$ cat config.mk
export PLATFORM = sky130hd
export DESIGN_NAME = msftdvip_cheri_tcm_responder
export DESIGN_NICKNAME = d
export VERILOG_FILES = /design/src/rtl/msftdvip_tcm_pkg.sv /design/src/rtl/msftdvip_tcm_intg_enc.sv /design/src/rtl/msftdvip_cheri_tcm_responder.sv
export SDC_FILE = /design/constraint.sdc
export NUM_CORES = 1
export LEC_CHECK = 0
export ABC_AREA = 0
export BUFFER_PORTS_ARGS = -buffer_cell sky130_fd_sc_hd__buf_2
export CELL_PAD_IN_SITES_DETAIL_PLACEMENT = 1
export CELL_PAD_IN_SITES_GLOBAL_PLACEMENT = 1
export CORE_ASPECT_RATIO = 1.5
export CORE_MARGIN = 2
export CORE_UTILIZATION = 18
export DETAILED_ROUTE_END_ITERATION = 16
export HOLD_SLACK_MARGIN = 0.03
export MAX_ROUTING_LAYER = met4
export PLACE_DENSITY = 0.81
export SLEW_MARGIN = 20
export SYNTH_ARGS = -nofsm -noshare
export SYNTH_HDL_FRONTEND = slang
export SYNTH_HIERARCHICAL = 1
export SYNTH_SLANG_ARGS = --single-unit
$ cat constraint.sdc
create_clock -name clk_i -period 1.9 [get_ports clk_i]
set_input_delay 0.095 -clock clk_i [delete_from_list [all_inputs] [get_ports clk_i]]
set_output_delay 0.095 -clock clk_i [all_outputs]
set_load 0.05 [all_outputs]
$ cat src/rtl/msftdvip_tcm_pkg.sv
// Shared types, constants and the SECDED(39,32) check-bit encoder for the CHERIoT TCM responder.
package msftdvip_tcm_pkg;

    localparam int TagBit = 32;

    typedef struct packed {
        logic        valid;
        logic        err;
        logic        we;
        logic [32:0] rdata;
    } resp_stage_t;

    // Hsiao SECDED(39,32): each check bit is the parity of a fixed subset of the data bits.
    function automatic logic [6:0] secded_enc(input logic [31:0] data);
        logic [38:0] w;
        logic [6:0]  c;
        w    = {7'b0, data};
        c[0] = ^(w & 39'h002606BD25);
        c[1] = ^(w & 39'h00DEBA8050);
        c[2] = ^(w & 39'h00413D89AA);
        c[3] = ^(w & 39'h0031234ED1);
        c[4] = ^(w & 39'h00C2C1323B);
        c[5] = ^(w & 39'h002DCC624C);
        c[6] = ^(w & 39'h0098505586);
        return c;
    endfunction

endpackage

$ cat src/rtl/msftdvip_tcm_intg_enc.sv
// Combinational 32-bit -> 7-bit SECDED check-bit encoder.
module msftdvip_tcm_intg_enc (
    input  logic [31:0] data,
    output logic [6:0]  intg
);
    import msftdvip_tcm_pkg::*;

    assign intg = secded_enc(data);

endmodule

$ cat src/rtl/msftdvip_cheri_tcm_responder.sv
// CHERIoT data-bus TCM responder: grants requests, drives a single-port 33-bit SRAM, clears tags on data stores.
// Optional integrity generation/check is built when MSFTDVIP_TCM_INTG_EN is defined.
module msftdvip_cheri_tcm_responder #(
    parameter logic [31:0] AddrBase       = 32'h2004_0000,
    parameter int          DepthWords     = 16384,
    parameter int          ReadLatency    = 1,
    parameter int          MaxOutstanding = 2
) (
    input  logic                          clk_i,
    input  logic                          rstn_i,
    input  logic                          stall_i,
    input  logic                          data_req_i,
    output logic                          data_gnt_o,
    output logic                          data_rvalid_o,
    input  logic                          data_we_i,
    input  logic                          data_is_cap_i,
    input  logic [3:0]                    data_be_i,
    input  logic [31:0]                   data_addr_i,
    input  logic [32:0]                   data_wdata_i,
    input  logic [6:0]                    data_wdata_intg_i,
    output logic [32:0]                   data_rdata_o,
    output logic [6:0]                    data_rdata_intg_o,
    output logic                          data_err_o,
    output logic                          mem_cs_o,
    output logic                          mem_we_o,
    output logic [$clog2(DepthWords)-1:0] mem_addr_o,
    output logic [32:0]                   mem_wmask_o,
    output logic [32:0]                   mem_wdata_o,
    input  logic [32:0]                   mem_rdata_i
);
    import msftdvip_tcm_pkg::*;

    localparam int          AW          = $clog2(DepthWords);
    localparam int          CW          = $clog2(MaxOutstanding + 1);
    localparam logic [32:0] WindowBytes = 33'(DepthWords) * 33'd4;

    // Handshake: a request transfers in any cycle where data_req_i and data_gnt_o are both high; the core
    // holds req and its payload until then. Each transfer yields exactly one data_rvalid_o pulse, in order,
    // ReadLatency cycles later; data_err_o and data_rdata_o are meaningful only with data_rvalid_o.

    logic [CW-1:0] outstanding_q;
    logic [CW-1:0] outstanding_eff;
    logic [31:0]   offset;
    logic          in_range;
    logic          intg_ok;
    logic          req_ok;
    logic          rvalid;

    resp_stage_t   stage_q [ReadLatency];
    resp_stage_t   new_stage;
    resp_stage_t   head;
    resp_stage_t   out_stage;

    // Addresses below the base wrap to large offsets and fall out of range.
    assign offset   = data_addr_i - AddrBase;
    assign in_range = {1'b0, offset} < WindowBytes;

`ifdef MSFTDVIP_TCM_INTG_EN
    logic [6:0] wdata_intg_calc;
    logic [6:0] rdata_intg_calc;

    msftdvip_tcm_intg_enc u_wr_enc (
        .data (data_wdata_i[31:0]),
        .intg (wdata_intg_calc)
    );

    msftdvip_tcm_intg_enc u_rd_enc (
        .data (data_rdata_o[31:0]),
        .intg (rdata_intg_calc)
    );

    assign intg_ok           = ~data_we_i | (wdata_intg_calc == data_wdata_intg_i);
    assign data_rdata_intg_o = rdata_intg_calc;
`else
    logic unused_wdata_intg;
    assign unused_wdata_intg = ^data_wdata_intg_i;
    assign intg_ok           = 1'b1;
    assign data_rdata_intg_o = '0;
`endif

    // A response leaving this cycle frees its slot, so the pipe can refill without a bubble.
    assign outstanding_eff = outstanding_q - CW'(rvalid);
    assign data_gnt_o      = data_req_i & ~stall_i & (outstanding_eff < CW'(MaxOutstanding));
    assign req_ok          = data_gnt_o & in_range & intg_ok;

    always_comb begin
        mem_cs_o    = req_ok;
        mem_we_o    = req_ok & data_we_i;
        mem_addr_o  = '0;
        mem_wmask_o = '0;
        mem_wdata_o = '0;
        if (req_ok) begin
            mem_addr_o = offset[AW+1:2];
        end
        if (req_ok && data_we_i) begin
            mem_wmask_o = {1'b1, {8{data_be_i[3]}}, {8{data_be_i[2]}},
                           {8{data_be_i[1]}}, {8{data_be_i[0]}}};
            mem_wdata_o[TagBit]   = data_is_cap_i & data_wdata_i[TagBit];
            mem_wdata_o[31:0]     = data_wdata_i[31:0];
        end
    end

    always_comb begin
        new_stage       = '0;
        new_stage.valid = data_gnt_o;
        new_stage.err   = data_gnt_o & ~(in_range & intg_ok);
        new_stage.we    = data_gnt_o & data_we_i;
    end

    // SRAM read data arrives one cycle after the access, alongside the first pipeline stage.
    always_comb begin
        head       = stage_q[0];
        head.rdata = (stage_q[0].valid & ~stage_q[0].err & ~stage_q[0].we) ? mem_rdata_i : '0;
    end

    if (ReadLatency == 1) begin : g_lat1
        assign out_stage = head;
    end else begin : g_latn
        assign out_stage = stage_q[ReadLatency-1];
    end

    always_ff @(posedge clk_i or negedge rstn_i) begin
        if (!rstn_i) begin
            for (int i = 0; i < ReadLatency; i++) begin
                stage_q[i] <= '0;
            end
        end else begin
            stage_q[0] <= new_stage;
            for (int i = 1; i < ReadLatency; i++) begin
                stage_q[i] <= (i == 1) ? head : stage_q[i-1];
            end
        end
    end

    always_ff @(posedge clk_i or negedge rstn_i) begin
        if (!rstn_i) begin
            outstanding_q <= '0;
        end else if (data_gnt_o && !rvalid) begin
            outstanding_q <= outstanding_q + CW'(1);
        end else if (!data_gnt_o && rvalid) begin
            outstanding_q <= outstanding_q - CW'(1);
        end
    end

    assign rvalid        = out_stage.valid;
    assign data_rvalid_o = out_stage.valid;
    assign data_err_o    = out_stage.err;
    assign data_rdata_o  = out_stage.rdata;

endmodule

==> metrics.md, run 1 <==
| Metric | Value |
|---|---|
| GR met3 Demand/Resource | ~1.3% |
| Critical path peak fanout | 6 |
| Routed wire length | approximately 8.2 mm |
| Final core utilization | 31.7% |
| Mean Syn Cell Area | around 7.7 µm² |
| Worst-skew pair later-pin latency | ~0.23 ns |
| Root Driver | clkbuf_16 |
| Max frequency | just over 0.5 GHz |
| Hold Vio Cnt, Final | 0 |
| Post-synth ARST share | 100% |
| Clock network power share | between 10% and 20% |
| Switching part of the total | 53.6% |
| Layout cells sized above 1 | 74.3% |
| Synth area leaders | buf_4 (28%), nor3_2 (26%), and2_1 (11%) |
| First-pass GRT wire length | between 10 and 15 mm |
| Reg-to-reg critical path endpoint | outstanding_q[1]$_DFFE_PN0P_ |
| HPWL Detailed | 5.94 mm |
| Top-Level Pins | 240 |
| Tot GR Track Use | approximately 11% |
| Routability cong. | 0.766 |
| Gr busiest metal | met2 |
| Peak VDD IR | 0.609 mV |
| Footprint of the multi-input gates | ~1300 µm² |
| Fillers | between 1k and 1.5k |
| Crit share post-route | 104% |
| Worst path most repeated cell | buf_6 |
| CP endpoint kind | primary output |
| Worst r2r src | outstanding_q[0]$_DFFE_PN0P_ |
| Largest net degree at the start of global routing | 55 |
| Residual DRC | 0 |
| DR iter-0 viols | 32 |
| Worst EP required | 1.80 ns |
| Post-synth top cells | buf_4 (73), nor3_2 (51), nand3_1 (36), and2_1 (33), nand2_1 (15) |
| Maxcap violations | 0 |
| Count leader, synth | buf_4 |
| Worst path cell trace | nand2b_4, xnor2_4, buf_6, clkbuf_16, nor3_4, buf_6, buf_8 |
| Startpoint Class | flop |
| TritonCTS buffer count | 3 |
| CP Buf/Inv Count | 4 |
| Clock Skew | ~0.0056 ns |
| Final critical-path required period | roughly 2.0 ns |
| Router iterations before antenna repair | 4 |
| Post-Place Worst Slack | ~0.017 ns |
| Vias | roughly 2.3k |
| Sequential-to-total area share from yosys stat | ~6.4% |
| Antenna diode count | 0 |
| # clock sinks | 5 |
| Failing checks | negative setup slack |
| Cell family with most CP delay | buffers and inverters |
| Comb power frac | approximately 75% |
| Top cell type's share of synthesized area | 28.0% |
| Starting Density | 18.5% |
| Reg power frac | roughly 8.4% |
| Power Internal | 1.02 mW |
| FP Rows | 46 |
| H-tree Lvls | 1 |
| GR Layer Usage met2 | roughly 22% |
| Synth cell types | 23 |
| Final setup TNS | -1.04 ns |
| Clock Path Buffers | 2 |
| Kind of critical path | reg2out |
| Overflow after GRT | 0 |
| # setup viols final | 25 |
| CP max stage cell | dfrtp_1 |
| Core ar. | between 10000 and 15000 µm² |
| Data arrival time of the critical path | around 1.9 ns |
| Leading area contributor after synthesis | buf_4 |
| Net Sw Power | roughly 1.2 mW |
| Gate Count Post-Synth | approximately 260 |
| Crit-path max cell delay | 0.41 ns |
| Hold WC Path Type | in2async |
| Antenna Nets Post-Route | 0 |
| Worst hold slack | approximately 0.23 ns |
| Nets@finish | approximately 530 |
| Synth Flop Type | dfrtp_1 |
| Setup ws final | -0.0770 ns |
| Syn Std Cell Area | 1960 µm² |
| CTS tree | built |
| Final-report max-slew violation count | 0 |
| CP Depth | 7 |
| Reg2Reg Setup Slack | about 0.050 ns |
| Initial antenna violation count | 0 |
| EDFF count, synth | 0 |
| Flops & latches, synth | 5 |
| Number of port buffers | about 220 |
| Wirelength per Cell | between 10 and 15 µm |
| Vias per inst | between 4 and 5 |
| Area Overhead vs Synth | 71.5% |
| Synthesis Warnings | 6 |
| Pleak | 1.63 nW |
| Chip height | between 100 and 150 µm |
| Seq. cell area | about 130 µm² |
| Die ar. | 11800 µm² |
| Unrepaired setup endpoints after global routing | true |
| Power per cell area | around 660 nW/µm² |
| Status | complete, but fails checks |
| FF-to-FF path depth | 9 |
| Die Span X | around 89 µm |
| Vias in the first global route | about 2.2k |
| Clock slew seen by the registers of the worst setup and hold paths | roughly 0.040 ns |
| Met1 Track Usage GR | 11.3% |
routing by layer:
layer | wire length [µm] | vias up | share of wire, %
met5 | 0 | - | 0
met4 | 46 | 0 | 0.56
met3 | 509 | 4 | 6.2
met2 | 4930 | 120 | 60
met1 | 2750 | 1061 | 33
li1 | - | 1095 | -
worst reg2reg max path, delay by kind of cell, from the launching register on:
family	cells	cell delay, ns
XOR/XNOR	3	0.44
AND/OR/NAND/NOR	3	0.42
flip-flops	1	0.41
buffers and inverters	2	0.33
adder cells (fa/ha/maj)	1	0.15
power groups by stage:
stage	logic, mW	registers [mW]	clock network, mW
5_1_grt	1.78	0.191	0.369
6_report	1.66	0.185	0.357
3_5_place_dp	1.28	0.175	0
2_1_floorplan	1.07	0.195	0
3_3_place_gp	1.24	0.173	0
4_1_cts	1.29	0.175	0.358
flip-flops by register name, indices dropped and copies added, names as in the netlist:
name and flops:
outstanding_q 2, data_err_o 1, data_rvalid_o 1, head 1
cell type report:
type                       count  share of cell area (%)
timing repair buffer         243                    50.5
multi-input combinational    163                    37.9
tap                          144                    5.36
sequential                     5                    3.76
clock buffer                   3                    2.23
clock inverter                 1                   0.149
inverter                       1                   0.112
per-stage QoR:
stage / power [mW] / instances / instance area [µm²]
2_1_floorplan: 1.26 / 262 / 2100
3_3_place_gp: 1.41 / 544 / 2770
3_5_place_dp: 1.46 / 544 / 2770
4_1_cts: 1.82 / 549 / 2890
5_1_grt: 2.34 / 560 / 3360
6_report: 2.21 / 560 / 3360
worst max-delay path by stage:
| stage | slack, ns | endpoint | from |
|---|---|---|---|
| 4_1_cts | -0.05 | mem_wmask_o[11] | outstanding_q[0]$_DFFE_PN0P_ |
| 3_3_place_gp | 0.10 | outstanding_q[1]$_DFFE_PN0P_ | outstanding_q[0]$_DFFE_PN0P_ |
| 2_1_floorplan | -0.21 | mem_addr_o[0] | data_rvalid_o$_DFF_PN0_ |
| 6_report | -0.08 | mem_wmask_o[30] | outstanding_q[0]$_DFFE_PN0P_ |
| 5_1_grt | -0.13 | mem_wmask_o[22] | outstanding_q[0]$_DFFE_PN0P_ |
| 3_5_place_dp | 0.02 | outstanding_q[1]$_DFFE_PN0P_ | outstanding_q[0]$_DFFE_PN0P_ |
what timing repair did:
action | 4_1_cts | 5_1_grt
setup endpoints to repair | 31 | 47
cloned | 0 | 4
hold buffers | 1 | 0
gates resized for setup | 13 | 128
setup buffers | 0 | 7
pin swaps | 0 | 5
endpoints found under the hold margin | 5 | 0
placed cells by master (no fill, tap or decap), types with 2 or more instances in the layout:
cell type and count:
and2_1 33, buf_12 5, buf_2 165, buf_4 21
buf_6 7, buf_8 21, clkbuf_16 5, clkbuf_4 21
conb_1 7, dfrtp_1 4, nand2_1 15, nand3_1 36
nor2_1 2, nor3_1 3, nor3_2 46, nor3_4 5
nor4_4 3, xor2_1 2
kinds of logic after synthesis:
kind of cell | after synthesis | share of synthesized area, %
XOR/XNOR | 4 | 1.79
flip-flops | 5 | 6.39
other | 1 | 0.191
adder cells (fa/ha/maj) | 1 | 0.638
AND/OR/NAND/NOR | 151 | 56.9
buffers and inverters | 94 | 34.1
Power figures use the tool's default switching activity.
==> run 2: changes to the inputs <==
Settings changed: PLACE_DENSITY 0.81 to default, PLACE_DENSITY_LB_ADDON from default to 0.05.
==> metrics.md, run 2 (synthesis results as in run 1) <==
| Metric | Value |
|---|---|
| Starting Density | between 10% and 20% |
| Residual DRC | 0 |
| # clock sinks | 5 |
| Status | complete, no violations |
| Data arrival time of the critical path | around 1.8 ns |
| HPWL Detailed | approximately 6 mm |
| Kind of critical path | reg2out |
| Largest net degree at the start of global routing | 55 |
| DR iter-0 viols | 29 |
| Final-report max-slew violation count | 0 |
| Most flop-heavy register | outstanding_q |
| Initial antenna violation count | 0 |
| First-pass GRT wire length | 10.6 mm |
| Number of port buffers | around 220 |
| Fillers | between 1k and 1.5k |
| Overall power | 2.08 mW |
| Final critical-path required period | 1.84 ns |
| Antenna diode count | 0 |
| CP Buf/Inv Count | 3 |
| Worst path most repeated cell | buf_12 |
| CTS tree | built |
| H-tree Lvls | 1 |
| Final setup TNS | 0 ns |
| CP max stage cell | dfrtp_1 |
| Area Overhead vs Synth | 60.7% |
| Worst path cell trace | nand2b_4, xnor2_4, buf_12, nor3_4, buf_12, buf_4 |
| Max reg flops | 2 |
| # setup viols final | 0 |
| CP Depth | 6 |
| TritonCTS buffer count | 3 |
| Wirelength per Cell | between 10 and 15 µm |
| Clock Path Buffers | 2 |
| Clock Skew | between 0.0003 and 0.0004 ns |
| Hold WC Path Type | in2async |
| Placed Area | 2790 µm² |
| Reg-to-reg critical path endpoint | outstanding_q[1]$_DFFE_PN0P_ |
| Commonest non-fill, non-tap cell in the layout | buf_2 |
| Vias in the first global route | between 2k and 2.5k |
| Worst r2r src | outstanding_q[0]$_DFFE_PN0P_ |
| Router iterations before antenna repair | 3 |
| Clock slew seen by the registers of the worst setup and hold paths | 0.03 ns |
| Top-Level Pins | 240 |
| Unrepaired setup endpoints after global routing | true |
| Vias per inst | just over 4 |
| Power per cell area | 661 nW/µm² |
| Most frequent cells in the layout | buf_2 (185), nor3_2 (46), nand3_1 (36) |
| Antenna Nets Post-Route | 0 |
| Critical path peak fanout | 8 |
| Core ar. | roughly 11000 µm² |
| Routability cong. | ~0.70 |
| Hold Vio Cnt, Final | 0 |
| Reg2Reg Setup Slack | 0.10 ns |
| Pleak | between 1.5 and 2 nW |
| Cell family with most CP delay | buffers and inverters |
| Root Driver | clkbuf_16 |
| Maxcap violations | 0 |
| Worst EP required | ~1.8 ns |
| Crit share post-route | between 90 and 100% |
| CP endpoint kind | primary output |
| Routed wire length | 7.44 mm |
| Die ar. | about 12000 µm² |
| Worst-skew pair later-pin latency | between 0.2 and 0.25 ns |
| FF-to-FF path depth | 8 |
| Final core utilization | 29.7% |
| FP Rows | 46 |
| Layout cells sized above 1 | roughly 74% |
| Setup crit end | mem_wmask_o[6] |
| Worst hold slack | 0.216 ns |
| Crit-path max cell delay | just under 0.4 ns |
| Max frequency | around 0.54 GHz |
| Fin area | 3150 µm² |
| Die Span X | around 89 µm |
| Vias | 2268 |
| Peak VDD IR | ~0.34 mV |
| Overflow after GRT | 0 |
| Chip height | approximately 130 µm |
| Nets@finish | 529 |
| Tot GR Track Use | roughly 11% |
| Start point of the critical path | outstanding_q[0]$_DFFE_PN0P_ |
| Startpoint Class | flop |
[run 2: cell count changes in the layout (fill, tap and decap cells not counted), moves of 4 or more]
cell	before	now
buf_2	165	185
buf_6	7	11
buf_8	21	0
buf_4	21	34
clkbuf_4	21	0
[run 2: metrics by stage]
step	setup WS [ns]	std cells
after floorplan	-0.214	262
after global placement	0.181	544
after detailed placement	0.169	544
after CTS	-0.0470	549
after global routing	-0.0197	556
final	0.0575	556
[run 2: metal layers]
layer	GRT usage, %	routed length [µm]	part of all wire (%)	up-vias
li1	-	-	-	1086
met1	11.8	2390	32	1035
met2	21.4	4130	55	142
met3	2.25	864	12	5
met4	2.32	55	0.74	0
met5	-	0	0	-
[run 2: worst min-delay path by stage]
stage	from	to	slack [ns]
floorplan	rstn_i	data_err_o$_DFF_PN0_	-0.20
detailed placement	rstn_i	data_err_o$_DFF_PN0_	-0.09
finish	rstn_i	head[33]$_DFF_PN0_	0.22
global placement	rstn_i	data_err_o$_DFF_PN0_	-0.09
global route	rstn_i	head[33]$_DFF_PN0_	0.22
CTS	rstn_i	head[33]$_DFF_PN0_	0.21
[run 2: final cells by class]
class,count,area (µm²),share of cell area (%)
sequential,5,126,4.01
clock buffer,4,78.8,2.50
tap,144,180,5.72
multi-input combinational,163,1270,40.5
timing repair buffer,239,1490,47.2
inverter,1,3.75,0.119
[run 2: power breakdown]
group	total [mW]	switching (mW)	internal, mW
Combinational	1.55	0.985	0.568
Sequential	0.181	0.0393	0.142
Clock	0.347	0.0690	0.278
Total	2.08	1.09	0.988
[run 2: timing repair]
| action | 4_1_cts | 5_1_grt |
|---|---|---|
| hold endpoints to repair | 5 | 0 |
| buffers inserted | 0 | 6 |
| cloned | 0 | 2 |
| hold buffers | 1 | 0 |
| pin swaps | 0 | 3 |
| resized for setup | 18 | 55 |
| setup endpoints to repair | 70 | 73 |
